--- config.mk ---
export PLATFORM = sky130hd
export DESIGN_NAME = regfile_write_arbiter
export DESIGN_NICKNAME = d
export VERILOG_FILES = /design/src/rtl/regfile_pkg.sv /design/src/rtl/rr_arbiter2.sv /design/src/rtl/regfile_write_arbiter.sv
export SDC_FILE = /design/constraint.sdc
export NUM_CORES = 1
export LEC_CHECK = 0
export CAP_MARGIN = 25
export CORE_MARGIN = 2
export CORE_UTILIZATION = 45
export DETAILED_ROUTE_END_ITERATION = 16
export PLACE_DENSITY = 0.84
export SKIP_CTS_REPAIR_TIMING = 1
export SLEW_MARGIN = 20
export SYNTH_ARGS = -nofsm -noshare
export SYNTH_HDL_FRONTEND = slang
export SYNTH_HIERARCHICAL = 1
export SYNTH_SLANG_ARGS = --single-unit
--- constraint.sdc ---
create_clock -name clk -period 6.8 [get_ports clk]
set_clock_uncertainty 0.05 [all_clocks]
set_input_delay 1.7 -clock clk [delete_from_list [all_inputs] [get_ports clk]]
set_output_delay 1.7 -clock clk [all_outputs]
set_load 0.005 [all_outputs]
--- src/rtl/regfile_pkg.sv ---
// Shared constants for the register-file write arbiter.
// Address width, data width and requester indices.
package regfile_pkg;

    localparam int REG_ADDR_W = 5;
    localparam int DATA_W     = 32;
    localparam int NUM_REGS   = 32;

    localparam int REQ_ALU  = 0;
    localparam int REQ_LOAD = 1;

endpackage

--- src/rtl/rr_arbiter2.sv ---
// Two-input round-robin arbiter with one-hot grant.
// The requester not granted last wins a contention.
module rr_arbiter2
    import regfile_pkg::*;
(
    input  logic       clk,
    input  logic       reset,
    input  logic [1:0] req,
    output logic [1:0] grant
);

    // 1 when the load port holds priority for the next contention
    logic favour_load;

    // grant the sole requester, or the favoured one on contention
    always_comb begin
        grant = 2'b00;
        if (!reset) begin
            if (req == 2'b11) begin
                if (favour_load) begin
                    grant[REQ_LOAD] = 1'b1;
                end else begin
                    grant[REQ_ALU] = 1'b1;
                end
            end else begin
                grant = req;
            end
        end
    end

    // pointer moves away from whoever was just granted
    always_ff @(posedge clk) begin
        if (reset) begin
            favour_load <= 1'b0;
        end else if (grant[REQ_ALU]) begin
            favour_load <= 1'b1;
        end else if (grant[REQ_LOAD]) begin
            favour_load <= 1'b0;
        end
    end

endmodule

--- src/rtl/regfile_write_arbiter.sv ---
// Arbitrates ALU and load writebacks onto one register-file
// write port and tracks pending destinations in a scoreboard.
module regfile_write_arbiter
    import regfile_pkg::*;
#(
    parameter int DATA_W   = 32,
    parameter int NUM_REGS = 32
) (
    input  logic                  clk,
    input  logic                  reset,
    input  logic                  req0_valid,
    input  logic [REG_ADDR_W-1:0] req0_reg,
    input  logic [DATA_W-1:0]     req0_data,
    output logic                  req0_ready,
    input  logic                  req1_valid,
    input  logic [REG_ADDR_W-1:0] req1_reg,
    input  logic [DATA_W-1:0]     req1_data,
    output logic                  req1_ready,
    input  logic                  issue_valid,
    input  logic [REG_ADDR_W-1:0] issue_reg,
    output logic                  rf_write_switch,
    output logic [REG_ADDR_W-1:0] rf_write_register,
    output logic [DATA_W-1:0]     rf_write_data,
    output logic [NUM_REGS-1:0]   busy_mask
);

    logic [1:0]            grant;
    logic                  accept;
    logic                  wr_en;
    logic [REG_ADDR_W-1:0] sel_reg;
    logic [DATA_W-1:0]     sel_data;
    logic [NUM_REGS-1:0]   busy_next;

    rr_arbiter2 u_arb (
        .clk   (clk),
        .reset (reset),
        .req   ({req1_valid, req0_valid}),
        .grant (grant)
    );

    assign req0_ready = grant[REQ_ALU];
    assign req1_ready = grant[REQ_LOAD];
    assign accept     = |grant;

    // route the granted request; r0 writes are consumed silently
    always_comb begin
        sel_reg  = req0_reg;
        sel_data = req0_data;
        if (grant[REQ_LOAD]) begin
            sel_reg  = req1_reg;
            sel_data = req1_data;
        end
        wr_en = accept && (sel_reg != '0);
    end

    // output stage: one-cycle write pulse, address/data held otherwise
    always_ff @(posedge clk) begin
        if (reset) begin
            rf_write_switch   <= 1'b0;
            rf_write_register <= '0;
            rf_write_data     <= '0;
        end else begin
            rf_write_switch <= wr_en;
            if (wr_en) begin
                rf_write_register <= sel_reg;
                rf_write_data     <= sel_data;
            end
        end
    end

    // scoreboard update: clear on commit, then set on issue so set wins
    always_comb begin
        busy_next = busy_mask;
        if (wr_en) begin
            busy_next[sel_reg] = 1'b0;
        end
        if (issue_valid && (issue_reg != '0)) begin
            busy_next[issue_reg] = 1'b1;
        end
        busy_next[0] = 1'b0;
    end

    // scoreboard register
    always_ff @(posedge clk) begin
        if (reset) begin
            busy_mask <= '0;
        end else begin
            busy_mask <= busy_next;
        end
    end

endmodule

==> impl_metrics.json, run 1 <==
{
  "synthTopCellsByArea": "dfxtp_1 (40%), a221oi_1 (8.0%), o22a_1 (8.0%), inv_1 (7.4%), o211ai_1 (6.7%)",
  "finalSetupViolCount": 0,
  "drtIter0Drc": 201,
  "path_class": "primary input to primary output",
  "syn_nets": 490,
  "die_area_mm2": 0.008483,
  "antenna_found_initial": 0,
  "final_max_slew_viol_count": 0,
  "peakVddDrop_mv": 0.1406,
  "num-nets-final": 629,
  "netlist_area_mm2": 0.003493,
  "power-per-cell-area_mw_per_mm2": 189.2,
  "synth_edf_count": 0,
  "worst_slack_ns": 1.766,
  "grt_pass1_wl_um": 17440,
  "yosysTopAreaCell": "dfxtp_1",
  "layout-drive-gt1-share": 0.05091,
  "wl_um": 11040,
  "io_pins": 156,
  "cts-root-buf": "clkbuf_8",
  "p_clk_frac": 0.365,
  "first_pass_iters": 4,
  "tightest_slew_ns": 0.9117,
  "drt-met1-wl_um": 4682,
  "ys_types": 43,
  "syn_to_final_growth_pct": 50.75,
  "max_freq_mhz": 198.6,
  "wl_per_cell_um": 16.94,
  "syn_avg_cell_area_um2": 8.604,
  "clkTransAtPathRegs_ns": 0.07,
  "clk_latency_ns": 0.34,
  "reg2reg_depth": 8,
  "synthCells": 406,
  "rsz0062_at_grt": "false",
  "viasPerCell": 5.675,
  "overflow": 0,
  "internal_power_w": 0.0007450,
  "slew-limit-headroom": 0.3922,
  "die_y_um": 92.11,
  "synth_seq_cells": 70,
  "top_layer": "met4",
  "rows": 32,
  "hold_viol": 0,
  "worst-path-max-fanout": 10,
  "fill_cells": 589,
  "numCtsBuffers": 9,
  "power.switching_w": 0.0002514,
  "wl_met2_um": 5077,
  "endpoint_kind": "primary output",
  "p_sw_frac": 0.2523,
  "yosysTopAreaCellShare": 0.4011,
  "post_dp_cell_area_mm2": 0.005047,
  "period_share": 0.7403,
  "ys.flop_type": "dfxtp_1",
  "hold_path.class": "register to register",
  "grt_usage": 0.2552,
  "start_kind": "primary input",
  "worstPathArrival_ns": 3.28,
  "p_leak_nw": 2.350,
  "dieWidth_um": 92.11,
  "grt_start_max_net_pins": 62,
  "p_seq_frac": 0.440,
  "cts.sinks": 70,
  "drt.antenna.violating_nets": 0,
  "holdPathStages": 1,
  "antenna_cells": 0,
  "yosys_warnings": 6,
  "vias": 3700,
  "synth-seq-area-share": 0.4011,
  "htreeDepth": 3,
  "clk_path_buf_depth": 2,
  "portBuffers": 154,
  "final_util": 0.6923,
  "fin_crit_ns": 5.034,
  "initial_utilization": 0.4592,
  "cts_tree": "built",
  "cp.required_ns": 5.05,
  "wl_met3_um": 1108,
  "power_frac_comb": 0.195,
  "hpwl_um": 7837,
  "pre_cts_ws_ns": 1.758,
  "drv_cap": 0,
  "gp_congestion": 0.9126,
  "ys_async_sr_fraction": 0,
  "final_area_mm2": 0.005266,
  "status": "finished, final reports clean",
  "grt_pass1_vias": 3540,
  "drc": 0,
  "tns_ns": 0,
  "core_area_mm2": 0.007607
}
-- synthesized netlist by cell type (all sizes together) (2+ instances only) --
cell type   n
a21oi       3
a221oi     32
and2        3
and3       35
and3b       3
buf        12
clkbuf     18
dfxtp      70
inv        69
mux2i       4
nand2       8
nand3       5
nor2        6
nor2b       7
nor3        3
nor3b       5
o211ai     31
o21a        2
o21ai      39
o221a       3
o22a       32
-- cell families after synthesis --
family,Yosys count,share of synthesized area
other,1,0.001073
buffers and inverters,100,0.1189
flip-flops,70,0.4011
multiplexers,5,0.01469
AO/OA/AOI/OAI,149,0.3220
AND/OR/NAND/NOR,81,0.1422
-- path summary, 6_finish.rpt --
| path | startpoint | to | slack (ns) |
|---|---|---|---|
| max | req1_valid | req0_ready | 1.77 |
| min | rf_write_data[31]$_SDFFE_PP0N_ | rf_write_data[31]$_SDFFE_PP0N_ | 0.41 |
| max reg2reg | u_arb/favour_load$_SDFFE_PP0P_ | rf_write_data[1]$_SDFFE_PP0N_ | 4.02 |
| min reg2reg | rf_write_data[31]$_SDFFE_PP0N_ | rf_write_data[31]$_SDFFE_PP0N_ | 0.41 |
-- through the flow --
step	hold WS, ns	std cells	power, W
floorplan	0.4111	406	0.0005309
finish	0.4134	652	0.0009964
detailed placement	0.3993	635	0.0006407
global placement	0.3935	635	0.0006350
CTS	0.4163	651	0.001001
global route	0.4280	652	0.001040
-- per-layer routing --
metal	track usage	vias to the layer above
met3	0.1011	18
met2	0.4173	169
met1	0.3077	1744
li1	-	1769
met4	0.08209	0
met5	0	-
-- sequential cells by signal, indices dropped and copies added (netlist names) --
register and count:
busy_mask 31, rf_write_data 32, rf_write_register 5, rf_write_switch 1, u_arb/favour_load 1
-- layout make-up --
type	instances	area (um^2)	area share
Clock buffer	10	127.6	0.02423
Tap cell	102	127.6	0.02423
Inverter	70	262.8	0.04989
Sequential cell	70	1401	0.2661
Timing Repair Buffer	158	1564	0.2970
Multi-Input combinational cell	236	1697	0.3222
Clock inverter	6	86.33	0.01639
-- critical path, cell delays in order --
cell,delay (ns)
clkdlybuf4s50_1,0.44
a21oi_2,0.16
and2_1,0.40
clkdlybuf4s50_1,0.59
-- cell usage in the layout, fill, tap and decap left out, types with 4 or more instances in the layout --
| cell | count |
|---|---|
| a221oi_1 | 32 |
| o22a_1 | 32 |
| dfxtp_1 | 70 |
| clkbuf_8 | 9 |
| o211ai_1 | 31 |
| nand3_1 | 5 |
| and3_1 | 35 |
| inv_1 | 69 |
| clkdlybuf4s50_1 | 153 |
| o21ai_0 | 39 |
| mux2i_1 | 4 |
| nand2_1 | 8 |
| nor2b_1 | 6 |
| nor2_1 | 6 |
-- power by group through the flow --
stage | combinational, W | sequential [W] | clock [W]
final | 0.000194 | 0.000438 | 0.000364
after global placement | 0.000188 | 0.000447 | 0
after CTS | 0.000194 | 0.000438 | 0.000369
after floorplan | 0.0000823 | 0.000449 | 0
after global routing | 0.000211 | 0.000441 | 0.000388
after detailed placement | 0.000193 | 0.000448 | 0
(Power assumes the default switching activity.)
==> run 2, diff against run 1 <==
Settings changed: CORE_UTILIZATION 45 to 38, PLACE_DENSITY 0.84 to 0.76.
Clock period 6.8 ns to 4.4 ns, I/O delays scaled along.
==> run 2 against run 1 <==
Routed wire length grew 1.1%; count of clock-buffer cells in the layout fell by 1; critical path type unchanged; via count decreased by 0.38%.
==> impl_metrics.json, run 2 (synthesis gave the netlist of run 1 again) <==
{
  "layout-drive-gt1-share": 0.05445,
  "grt.busiest_layer": "met2",
  "regToRegSetupSlack_ns": 1.86,
  "gp_congestion": 0.8588,
  "wl_per_cell_um": 16.94,
  "drtIter0Drc": 173,
  "final_max_slew_viol_count": 0,
  "hp-start": "rf_write_data[26]$_SDFFE_PP0N_",
  "antenna_cells": 0,
  "hold_path.class": "register to register",
  "gr-usage-met3": 0.07033,
  "die_y_um": 99.88,
  "reg_top3": "rf_write_data (32), busy_mask (31), rf_write_register (5)",
  "wl_um": 11170,
  "vias": 3686,
  "cts-root-buf": "clkbuf_8",
  "finalSetupViolCount": 0,
  "layout_common_cells": "clkdlybuf4s50_1 (153), dfxtp_1 (70), inv_1 (69), o21ai_0 (39), and3_1 (35)",
  "holdPathStages": 1,
  "cp.required_ns": 3.25,
  "num-nets-final": 630,
  "io_pins": 156,
  "drc": 0,
  "regMostFlops": "rf_write_data",
  "period_share": 0.8702,
  "hpwl_um": 7947,
  "clk_path_buf_depth": 2,
  "drt.antenna.violating_nets": 0,
  "clkTransAtPathRegs_ns": 0.08,
  "largest_register_ffs": 32,
  "grt_pass1_vias": 3512,
  "worst_path_largest_cell_delay_ns": 0.59,
  "worst-path-max-fanout": 10,
  "max_freq_mhz": 261.2,
  "antenna_found_initial": 0,
  "clk_latency_ns": 0.34,
  "initial_utilization": 0.3967,
  "cts_tree": "built",
  "worstReg2RegEnd": "rf_write_data[12]$_SDFFE_PP0N_",
  "hold_viol": 0,
  "viasPerCell": 5.593,
  "fin_crit_ns": 3.829,
  "fin_cells": 659,
  "htreeDepth": 3,
  "crit_slowest_cell": "clkdlybuf4s50_1",
  "grtUsageMet2": 0.3451,
  "endpoint_kind": "primary output",
  "die_area_mm2": 0.009976,
  "worstPathArrival_ns": 2.68,
  "drv_cap": 0,
  "slew-limit-headroom": 0.3512,
  "numCtsBuffers": 9,
  "dieWidth_um": 99.88,
  "tns_ns": 0,
  "rows": 34,
  "portBuffers": 154,
  "rsz0062_at_grt": "false",
  "tightest_slew_ns": 0.9732,
  "hold-path-endpoint": "rf_write_data[26]$_SDFFE_PP0N_",
  "placed_cells_incl_taps": 643,
  "grt_usage": 0.2147,
  "met1_usage": 0.2776,
  "cts.sinks": 70,
  "p_leak_nw": 2.341,
  "final_common_cell": "clkdlybuf4s50_1",
  "path_cells": "clkdlybuf4s50_1 -> a21oi_2 -> and2_1 -> clkdlybuf4s50_1",
  "core_area_mm2": 0.008806,
  "first_pass_iters": 4,
  "path_class": "primary input to primary output",
  "grt_pass1_wl_um": 17260,
  "status": "finished, final reports clean",
  "fill_cells": 789,
  "syn_to_final_growth_pct": 50.29,
  "r2r_start": "u_arb/favour_load$_SDFFE_PP0P_",
  "overflow": 0,
  "reg2reg_depth": 8,
  "power-per-cell-area_mw_per_mm2": 278.0,
  "peakVddDrop_mv": 0.1517,
  "cp_common_cell": "clkdlybuf4s50_1",
  "grt_start_max_net_pins": 41,
  "start_kind": "primary input"
}
## run 2: cell types whose count changed in the layout (fill, tap and decap cells not counted), sizes merged
| cell | before | now |
|---|---|---|
| bufinv | 2 | 0 |
| inv | 69 | 73 |
| clkbuf | 11 | 9 |
| clkinv | 4 | 3 |
| buf | 4 | 6 |
## run 2: worst max-delay path by stage
| stage | from | endpoint | slack (ns) | cells after the start |
|---|---|---|---|---|
| floorplan | req0_valid | rf_write_data[11]$_SDFFE_PP0N_ | 1.45 | 8 |
| global placement | req1_valid | rf_write_data[25]$_SDFFE_PP0N_ | 0.40 | 7 |
| detailed placement | req1_valid | req0_ready | 0.56 | 4 |
| CTS | req1_valid | req0_ready | 0.57 | 4 |
| global route | req1_valid | req0_ready | 0.50 | 4 |
| finish | req1_valid | req0_ready | 0.57 | 4 |
## run 2: where the power goes
group	switching [W]	internal [W]
Sequential	0.0000162	0.000662
Combinational	0.000129	0.000172
Clock	0.000268	0.000212
Total	0.000414	0.00105
## run 2: through the flow
step	setup WS, ns	total power, W	util	hold WS [ns]	cell area (um^2)
6_report	0.5712	0.001460	0.5962	0.4152	5250
5_1_grt	0.5011	0.001524	0.5962	0.4300	5250
4_1_cts	0.5663	0.001470	0.5962	0.4187	5250
3_5_place_dp	0.5620	0.0009920	0.5757	0.4002	5070
3_3_place_gp	0.3974	0.0009853	0.5752	0.3922	5065
2_1_floorplan	1.448	0.0008204	-	0.4111	3493
## run 2: metal layers
metal | routed length, um | vias up | share of wire
met1 | 5019 | 1733 | 0.45
met5 | 0 | - | 0
li1 | - | 1770 | -
met4 | 189 | 0 | 0.017
met2 | 4899 | 166 | 0.44
met3 | 1058 | 17 | 0.095
## run 2: area by class of cell
| cell class | instances | area [um^2] | area share |
|---|---|---|---|
| Tap cell | 108 | 135.1 | 0.02574 |
| Sequential cell | 70 | 1401 | 0.2669 |
| Clock buffer | 9 | 123.9 | 0.02359 |
| Inverter | 70 | 262.8 | 0.05005 |
| Timing Repair Buffer | 159 | 1574 | 0.2998 |
| Clock inverter | 7 | 56.30 | 0.01072 |
| Multi-Input combinational cell | 236 | 1697 | 0.3232 |
## run 2: critical path, delay by kind of cell
family	cells	cell delay [ns]
AND/OR/NAND/NOR	1	0.40
buffers and inverters	2	1.02
AO/OA/AOI/OAI	1	0.15
==> run 3, diff against run 2 <==
Settings changed: TNS_END_PERCENT set to 1.
==> results of run 3 <==
No change in the layout: final DEF, timing and power equal those of run 2.
